<file path="config.mk">
export PLATFORM = sky130hd
export DESIGN_NAME = led_hex_out
export DESIGN_NICKNAME = d
export VERILOG_FILES = /design/src/rtl/led_hex_out_pkg.sv /design/src/rtl/seg7_dec.sv /design/src/rtl/led_hex_out.sv
export SDC_FILE = /design/constraint.sdc
export NUM_CORES = 1
export LEC_CHECK = 0
export CAP_MARGIN = 20
export CORE_MARGIN = 2
export CORE_UTILIZATION = 34
export DETAILED_ROUTE_END_ITERATION = 7
export GPL_TIMING_DRIVEN = 0
export SLEW_MARGIN = 5
export SYNTH_ARGS = -nofsm -noshare
export SYNTH_HDL_FRONTEND = slang
export SYNTH_SLANG_ARGS = --single-unit
</file>
<file path="constraint.sdc">
create_clock -name CLK -period 3.8 [get_ports CLK]
set_clock_uncertainty 0.05 [all_clocks]
set_input_delay 0.76 -clock CLK [delete_from_list [all_inputs] [get_ports CLK]]
set_output_delay 0.76 -clock CLK [all_outputs]
set_load 0.01 [all_outputs]
</file>
<file path="src/rtl/led_hex_out_pkg.sv">
// Shared definitions for the LED / 7-segment output port.
// Register map, CTRL bit positions and default timing.
package led_hex_out_pkg;

    localparam logic [1:0] ADDR_HEX    = 2'd0;
    localparam logic [1:0] ADDR_LED    = 2'd1;
    localparam logic [1:0] ADDR_CTRL   = 2'd2;
    localparam logic [1:0] ADDR_STATUS = 2'd3;

    localparam int CTRL_BLANK_LSB = 0;
    localparam int CTRL_BLINK_LSB = 8;
    localparam int CTRL_LED_BLINK = 16;

    localparam int TICK_DIV_DEFAULT    = 1250000;
    localparam int BLINK_TICKS_DEFAULT = 20;
    localparam int NUM_DIGITS          = 6;

    typedef struct packed {
        logic       led_blink;
        logic [5:0] blink;
        logic [5:0] blank;
    } ctrl_t;

    // Power-up state blanks every digit until software configures CTRL.
    localparam ctrl_t CTRL_RESET = '{
        led_blink: 1'b0,
        blink:     6'h00,
        blank:     6'h3F
    };

    function automatic logic [31:0] ctrl_to_word(input ctrl_t c);
        logic [31:0] w;
        w = '0;
        w[CTRL_LED_BLINK]       = c.led_blink;
        w[CTRL_BLINK_LSB +: 6]  = c.blink;
        w[CTRL_BLANK_LSB +: 6]  = c.blank;
        return w;
    endfunction

endpackage

</file>
<file path="src/rtl/seg7_dec.sv">
// Hex nibble to active-low 7-segment pattern {g,f,e,d,c,b,a}.
// Purely combinational; one instance per digit.
module seg7_dec (
    input  logic [3:0] nib,
    output logic [6:0] seg
);

    // Lookup table covering all sixteen hex digits
    always_comb begin
        seg = 7'h7F;
        unique case (nib)
            4'h0: seg = 7'h40;
            4'h1: seg = 7'h79;
            4'h2: seg = 7'h24;
            4'h3: seg = 7'h30;
            4'h4: seg = 7'h19;
            4'h5: seg = 7'h12;
            4'h6: seg = 7'h02;
            4'h7: seg = 7'h78;
            4'h8: seg = 7'h00;
            4'h9: seg = 7'h10;
            4'hA: seg = 7'h08;
            4'hB: seg = 7'h03;
            4'hC: seg = 7'h46;
            4'hD: seg = 7'h21;
            4'hE: seg = 7'h06;
            4'hF: seg = 7'h0E;
        endcase
    end

endmodule

</file>
<file path="src/rtl/led_hex_out.sv">
// Memory-mapped HEX0..HEX5 / LEDR output port with shadow registers.
// Shadow values commit to the display only on a prescaler tick.
module led_hex_out
    import led_hex_out_pkg::*;
#(
    parameter int TICK_DIV    = TICK_DIV_DEFAULT,
    parameter int BLINK_TICKS = BLINK_TICKS_DEFAULT
) (
    input  logic        CLK,
    input  logic        RST,
    input  logic        WE,
    input  logic        RE,
    input  logic [1:0]  ADDR,
    input  logic [31:0] WDATA,
    output logic [31:0] RDATA,
    output logic [7:0]  HEX0,
    output logic [7:0]  HEX1,
    output logic [7:0]  HEX2,
    output logic [7:0]  HEX3,
    output logic [7:0]  HEX4,
    output logic [7:0]  HEX5,
    output logic [9:0]  LEDR
);

    localparam int CW = (TICK_DIV > 1) ? $clog2(TICK_DIV) : 1;
    localparam int BW = (BLINK_TICKS > 1) ? $clog2(BLINK_TICKS) : 1;
    localparam logic [CW-1:0] CNT_LAST  = CW'(TICK_DIV - 1);
    localparam logic [BW-1:0] BCNT_LAST = BW'(BLINK_TICKS - 1);

    logic [CW-1:0] cnt_q, cnt_d;
    logic [BW-1:0] bcnt_q, bcnt_d;
    logic          phase_q, phase_d;
    logic          pending_q, pending_d;
    logic [23:0]   s_hex_q, s_hex_d, a_hex_q, a_hex_d;
    logic [9:0]    s_led_q, s_led_d, a_led_q, a_led_d;
    ctrl_t         s_ctrl_q, s_ctrl_d, a_ctrl_q, a_ctrl_d;
    logic [31:0]   rdata_q, rdata_d;
    logic [NUM_DIGITS-1:0][7:0] hex_q, hex_d;
    logic [9:0]    ledr_q, ledr_d;
    logic [NUM_DIGITS-1:0][6:0] seg;
    logic          tick;
    logic          wr_hex, wr_led, wr_ctrl;
    logic          unused_wdata;

    assign unused_wdata = ^WDATA[31:24];

    // Prescaler: update tick and blink phase generation
    always_comb begin
        tick    = (cnt_q == CNT_LAST);
        cnt_d   = tick ? '0 : cnt_q + 1'b1;
        bcnt_d  = bcnt_q;
        phase_d = phase_q;
        if (tick) begin
            if (bcnt_q == BCNT_LAST) begin
                bcnt_d  = '0;
                phase_d = ~phase_q;
            end else begin
                bcnt_d = bcnt_q + 1'b1;
            end
        end
    end

    // Register file: CPU writes to shadows, tick commits, reads
    always_comb begin
        wr_hex  = WE && (ADDR == ADDR_HEX);
        wr_led  = WE && (ADDR == ADDR_LED);
        wr_ctrl = WE && (ADDR == ADDR_CTRL);

        s_hex_d  = wr_hex ? WDATA[23:0] : s_hex_q;
        s_led_d  = wr_led ? WDATA[9:0]  : s_led_q;
        s_ctrl_d = s_ctrl_q;
        if (wr_ctrl) begin
            s_ctrl_d.blank     = WDATA[CTRL_BLANK_LSB +: 6];
            s_ctrl_d.blink     = WDATA[CTRL_BLINK_LSB +: 6];
            s_ctrl_d.led_blink = WDATA[CTRL_LED_BLINK];
        end

        // Commit takes the pre-write shadow; a same-cycle write waits a tick
        a_hex_d  = tick ? s_hex_q  : a_hex_q;
        a_led_d  = tick ? s_led_q  : a_led_q;
        a_ctrl_d = tick ? s_ctrl_q : a_ctrl_q;

        pending_d = pending_q;
        if (tick)
            pending_d = 1'b0;
        if (wr_hex || wr_led || wr_ctrl)
            pending_d = 1'b1;

        rdata_d = rdata_q;
        if (RE) begin
            unique case (ADDR)
                ADDR_HEX:    rdata_d = {8'h00, s_hex_q};
                ADDR_LED:    rdata_d = {22'h0, s_led_q};
                ADDR_CTRL:   rdata_d = ctrl_to_word(s_ctrl_q);
                ADDR_STATUS: rdata_d = {30'h0, phase_q, pending_q};
            endcase
        end
    end

    for (genvar g = 0; g < NUM_DIGITS; g++) begin : g_dig
        seg7_dec u_seg (
            .nib (a_hex_q[4*g +: 4]),
            .seg (seg[g])
        );
    end

    // Output stage: blanking, blinking and LED gating
    always_comb begin
        for (int i = 0; i < NUM_DIGITS; i++) begin
            if (a_ctrl_q.blank[i] || (a_ctrl_q.blink[i] && !phase_q))
                hex_d[i] = 8'hFF;
            else
                hex_d[i] = {1'b1, seg[i]};
        end
        ledr_d = (a_ctrl_q.led_blink && !phase_q) ? 10'h000 : a_led_q;
    end

    // State and output registers
    always_ff @(posedge CLK or negedge RST) begin
        if (!RST) begin
            cnt_q     <= '0;
            bcnt_q    <= '0;
            phase_q   <= 1'b1;
            pending_q <= 1'b0;
            s_hex_q   <= '0;
            a_hex_q   <= '0;
            s_led_q   <= '0;
            a_led_q   <= '0;
            s_ctrl_q  <= CTRL_RESET;
            a_ctrl_q  <= CTRL_RESET;
            rdata_q   <= '0;
            hex_q     <= {NUM_DIGITS{8'hFF}};
            ledr_q    <= '0;
        end else begin
            cnt_q     <= cnt_d;
            bcnt_q    <= bcnt_d;
            phase_q   <= phase_d;
            pending_q <= pending_d;
            s_hex_q   <= s_hex_d;
            a_hex_q   <= a_hex_d;
            s_led_q   <= s_led_d;
            a_led_q   <= a_led_d;
            s_ctrl_q  <= s_ctrl_d;
            a_ctrl_q  <= a_ctrl_d;
            rdata_q   <= rdata_d;
            hex_q     <= hex_d;
            ledr_q    <= ledr_d;
        end
    end

    assign RDATA = rdata_q;
    assign HEX0  = hex_q[0];
    assign HEX1  = hex_q[1];
    assign HEX2  = hex_q[2];
    assign HEX3  = hex_q[3];
    assign HEX4  = hex_q[4];
    assign HEX5  = hex_q[5];
    assign LEDR  = ledr_q;

endmodule
</file>
==> results.json, run 1 <==
{
  "h-tree-depth": 4,
  "stdcell_count": 1235,
  "critPathKind": "in2reg",
  "grt_pass1_vias": 5988,
  "netlist_area_um2": 9260,
  "period_minus_slack_ns": 2.39,
  "clock_latency_reported_for_the_late_side_of_the_worst_skew_pair_ns": 0.43,
  "ys_seq_elements": 198,
  "run_status": "finished, final reports clean",
  "route.detailed.vias_per_inst": 4.77,
  "critical_path_peak_fanout": 10,
  "yosys_warnings": 0,
  "post_drt_wl_per_cell_um": 16.3,
  "io-pin-count": 128,
  "num-nets-final": 955,
  "cts.repair_timing.setup_buffer_count": 0,
  "synth_top_cells_by_area": "dfrtp_1 39%, dfstp_2 16%, mux2_2 7.1%",
  "finalHoldViolations": 0,
  "layout-area-overhead-vs-synth_pct": 23.4,
  "r2r_cells": 6,
  "clk_root_buffer_cell": "clkbuf_16",
  "hold_buffers": 0,
  "std_cell_rows": 60,
  "fmax_ghz": 0.418,
  "totalWireLength_um": 20100,
  "setup_tns_ns": 0,
  "die_width_um": 169,
  "ant_nets": 0,
  "post_cts_resized": 0,
  "finish_stage_setup_viols": 0,
  "synth_top_area_share": 0.387,
  "design_area_um2": 11400,
  "first_pass_iters": 4,
  "synth-seq-area-share": 0.543,
  "final.fill_count": 2505,
  "worst-r2r-setup-slack_ns": 1.60,
  "power.combinational.fraction": 0.086,
  "critical_path_required_ns": 4.06,
  "p_seq_frac": 0.512,
  "psw_w": 0.00111,
  "detailed_place.area_um2": 10800,
  "hold_path.class": "in2async",
  "detailedRoute.firstIterationViolations": 365,
  "grt_pass1_wl_um": 32700,
  "asyncSetResetFlopFracSynth": 1.00,
  "fp.dieArea_um2": 28600,
  "post-synth-top-area-cell": "dfrtp_1",
  "num_vias": 5887,
  "clockBufferDepth": 2,
  "clock_power_share": 0.402,
  "internal_power_w": 0.00347,
  "p_sw_frac": 0.243,
  "ir_drop_mv": 0.216,
  "rsz0062_at_grt": "false",
  "slew-limit-headroom": 0.455,
  "dieHeight_um": 169,
  "most_common_cell_in_the_netlist": "dfrtp_1",
  "cp-end-kind": "flop",
  "drc": 0,
  "synth_commonest_cells": "143 x dfrtp_1, 58 x mux2_2, 55 x dfstp_2, 38 x ha_1",
  "postLayoutCoreUtil": 0.425,
  "r2r_start": "cnt_q[0]",
  "critical_path_arrival_ns": 2.65,
  "portBuffers": 103,
  "worstMarginPinSlew_ns": 0.814,
  "power_density_nw_per_um2": 401,
  "timing_max_transition_violations_final": 0,
  "clkSlewWorstSetupHoldPaths_ns": 0.07,
  "cts.sinks": 198,
  "postSynth.topFlopCell": "dfrtp_1",
  "postSynthAreaPerCell_um2": 12.5,
  "floorplan.initialDensity": 0.344,
  "gp_routability_congestion": 0.815,
  "cp-start-kind": "input port",
  "power.total_w": 0.00459,
  "yosysUniqueCellTypes": 50,
  "numPlacedInstances": 1201,
  "final_layout_size_suffix_gt1_frac": 0.241,
  "max_cap_violations": 0,
  "grt_use_total": 0.146,
  "grt_max_degree": 76,
  "reg2reg_to": "a_hex_q[5]",
  "grt-ovfl-total": 0,
  "leakagePower_nw": 4.81,
  "final_hpwl_from_detailed_placement_um": 14200,
  "tritoncts": "yes",
  "post-route-period-util": 0.630,
  "core_area_um2": 26900,
  "synthesis.instances": 743,
  "antenna_found_initial": 2,
  "cts_buffers": 17,
  "synth-edff-count": 0
}
cells in the final DEF, fill, tap and decap left out, types with 21 or more instances in the layout:
cell | synthesis | layout
nor2_1 | 37 | 37
dfstp_2 | 55 | 55
nand2_1 | 37 | 37
mux2_2 | 58 | 58
clkdlybuf4s50_1 | 0 | 102
a21oi_1 | 21 | 21
dfrtp_1 | 143 | 143
ha_1 | 38 | 38
inv_1 | 36 | 36
o311ai_0 | 29 | 29
mux2_4 | 30 | 30
metrics by stage:
stage | setup slack [ns] | hold WS [ns]
after floorplan | 1.75 | 0.399
after global placement | -6.51 | 0.416
after detailed placement | 0.957 | 0.417
after CTS | 1.42 | 0.233
after global routing | 1.30 | 0.243
final | 1.41 | 0.222
how the worst max path moves through the flow:
stage | start | endpoint | cells past startpoint
final | WE | s_hex_q[7] | 4
after global routing | WE | s_hex_q[17] | 4
after CTS | WE | s_hex_q[14] | 4
after detailed placement | WE | s_hex_q[15] | 4
after global placement | RST | cnt_q[11] | 1
after floorplan | ADDR[0] | s_ctrl_q[10] | 5
layer usage:
metal  vias to the layer above  GRT usage  part of all wire
met1                      2895      0.203              0.48
li1                       2862          -                 -
met4                         0     0.0491             0.022
met3                        22     0.0351             0.043
met2                       108      0.224              0.45
met5                         -          0                 0
power by group through the flow:
stage          sequential [W]  combinational (W)  clock (W)
3_3_place_gp          0.00239           0.000388          0
5_1_grt               0.00237           0.000437    0.00198
4_1_cts               0.00235           0.000404    0.00190
2_1_floorplan         0.00237           0.000192          0
6_report              0.00235           0.000394    0.00184
3_5_place_dp          0.00239           0.000403          0
final cells by class:
type	count	area, um2	share of cell area
Multi-Input combinational cell	477	3880	0.340
Antenna cell	2	5.00	0.000438
Clock buffer	18	439	0.0384
Buffer	43	260	0.0228
Tap cell	341	427	0.0373
Inverter	37	139	0.0122
Sequential cell	198	5020	0.440
Clock inverter	14	163	0.0142
Timing Repair Buffer	105	1090	0.0955
sequential cells by signal, indices dropped and copies added, names as in the netlist:
signal	cells
HEX0	7
HEX1	7
HEX2	7
HEX3	7
HEX4	7
HEX5	7
LEDR	10
RDATA	24
a_ctrl_q	13
a_hex_q	24
a_led_q	10
bcnt_q	5
cnt_q	21
pending_q	1
phase_q	1
s_ctrl_q	13
s_hex_q	24
s_led_q	10
critical path: stages:
cell and delay (ns):
clkdlybuf4s50_1 0.53, nor3b_2 0.57, buf_2 0.41, mux2_2 0.37
cell families (layout without fill, tap and decap cells):
group                      count (synthesis)  after routing  synth area share
adders and majority gates                 38             38            0.0514
xor gates and xnor gates                  19             19            0.0180
and+or+nand+nor                          180            180             0.110
buffers and inverters                     80            217            0.0431
other                                      2             16          0.000811
muxes                                    113            113             0.150
AOI/OAI and AO/OA                        113            113            0.0839
DFF                                      198            198             0.543
Power figures use the tool's default switching activity.
==> run 2: changes to the inputs <==
- clock period: 3.8 -> 2.4 ns (I/O delays scaled with it)
==> run 2 against run 1 <==
Final area is essentially flat; cell count is essentially flat; first-iteration DRC count grew 3.6%; combinational power grew 59%; largest power group unchanged; die area is the same; critical endpoint is now a_hex_q[5]; core utilization is essentially flat.
==> results.json, run 2 (synthesis results as in run 1) <==
{
  "first_pass_iters": 4,
  "tritoncts": "yes",
  "clkSlewWorstSetupHoldPaths_ns": 0.08,
  "gp_routability_congestion": 0.815,
  "core_area_um2": 26900,
  "io-pin-count": 128,
  "rsz0062_at_grt": "false",
  "grt-ovfl-total": 0,
  "power_density_nw_per_um2": 636,
  "finalHoldViolations": 0,
  "grt_pass1_vias": 5994,
  "die_width_um": 169,
  "period_minus_slack_ns": 2.20,
  "drc": 0,
  "layout-area-overhead-vs-synth_pct": 23.5,
  "post-route-period-util": 0.918,
  "critical_path_required_ns": 2.66,
  "hold_path.class": "reg2reg",
  "power.total_w": 0.00727,
  "ir_drop_mv": 0.342,
  "portBuffers": 103,
  "grt_max_degree": 76,
  "floorplan.initialDensity": 0.344,
  "slew-limit-headroom": 0.455,
  "r2r_start": "cnt_q[0]",
  "cp-end-kind": "flop",
  "mostFrequentLayoutCell": "dfrtp_1",
  "final_hpwl_from_detailed_placement_um": 14200,
  "r2r_cells": 6,
  "cts_buffers": 17,
  "max_cap_violations": 0,
  "std_cell_rows": 60,
  "num-nets-final": 956,
  "cp-start-kind": "flop",
  "h-tree-depth": 4,
  "grt_use_total": 0.146,
  "num_vias": 5898,
  "post_cts_resized": 0,
  "grt_pass1_wl_um": 32700,
  "post_drt_wl_per_cell_um": 16.3,
  "clk_root_buffer_cell": "clkbuf_16",
  "clock_latency_reported_for_the_late_side_of_the_worst_skew_pair_ns": 0.43,
  "leakagePower_nw": 4.81,
  "min_delay_path_depth": 1,
  "route.detailed.vias_per_inst": 4.77,
  "final_layout_size_suffix_gt1_frac": 0.241,
  "critical_path_arrival_ns": 2.46,
  "critPathKind": "reg2reg",
  "detailedRoute.firstIterationViolations": 378,
  "worst-r2r-setup-slack_ns": 0.20,
  "cts.sinks": 198,
  "worstMarginPinSlew_ns": 0.814,
  "fp.dieArea_um2": 28600,
  "run_status": "finished, final reports clean",
  "clockBufferDepth": 2,
  "timing_max_transition_violations_final": 0,
  "holdWs_ns": 0.427,
  "cp-startpoint": "cnt_q[0]",
  "antenna_found_initial": 2,
  "finish_stage_setup_viols": 0,
  "critical_path_peak_fanout": 10,
  "reg2reg_to": "a_hex_q[5]",
  "fmax_ghz": 0.454,
  "ant_nets": 0,
  "design_area_um2": 11400,
  "hold_path.startpoint": "a_led_q[4]",
  "detailed_place.area_um2": 10800,
  "layout_common_cells": "143 x dfrtp_1, 102 x clkdlybuf4s50_1, 58 x mux2_2",
  "totalWireLength_um": 20100,
  "dieHeight_um": 169,
  "crit_path_to": "a_hex_q[5]"
}
[run 2: cell types whose count changed in the layout (fill, tap and decap cells not counted), sizes merged]
cell and change:
dlygate4sd3 +1
[run 2: where the power goes]
part / total (W) / switching, W / internal, W
Clock: 0.00292 / 0.00133 / 0.00159
Combinational: 0.000626 / 0.000280 / 0.000346
Sequential: 0.00372 / 0.000163 / 0.00356
Total: 0.00727 / 0.00177 / 0.00550
[run 2: worst min-delay path by stage]
stage | end | slack [ns]
2_1_floorplan | LEDR[0] | 0.13
3_3_place_gp | LEDR[7] | 0.42
3_5_place_dp | a_hex_q[15] | 0.41
4_1_cts | LEDR[4] | 0.43
5_1_grt | LEDR[7] | 0.46
6_report | LEDR[4] | 0.43
[run 2: metrics by stage]
stage / setup WS [ns] / instances / util / setup TNS [ns]
after global placement: -7.63 / 1199 / 0.400 / -1366.66
after global routing: 0.0325 / 1235 / 0.425 / 0
after CTS: 0.180 / 1234 / 0.425 / 0
after detailed placement: -0.163 / 1201 / 0.403 / -3.12
after floorplan: 0.497 / 755 / - / 0
final: 0.196 / 1236 / 0.426 / 0
[run 2: final cells by class]
| cell class | count | area [um2] |
|---|---|---|
| inverter | 37 | 139 |
| clock inverter | 14 | 163 |
| multi-input combinational | 477 | 3880 |
| buffer | 43 | 260 |
| tap | 341 | 427 |
| antenna | 2 | 5.00 |
| timing repair buffer | 106 | 1100 |
| fill | 2504 | 15400 |
| sequential | 198 | 5020 |
| clock buffer | 18 | 439 |
[run 2: metal layers]
layer / part of all wire / GRT usage
met5: 0 / 0
met4: 0.019 / 0.0491
met3: 0.042 / 0.0351
met2: 0.45 / 0.224
met1: 0.49 / 0.203
[run 2: what timing repair did]
action                    CTS  global route
setup buffers               0             0
hold endpoints to repair   34             0
hold buffers                1             0
[run 2: critical path: stages, from the launching register on]
cell	delay (ns)
dfrtp_1	0.40
ha_1	0.22
and3_2	0.23
nand3_1	0.28
nor2_4	0.32
buf_6	0.22
mux2_2	0.36
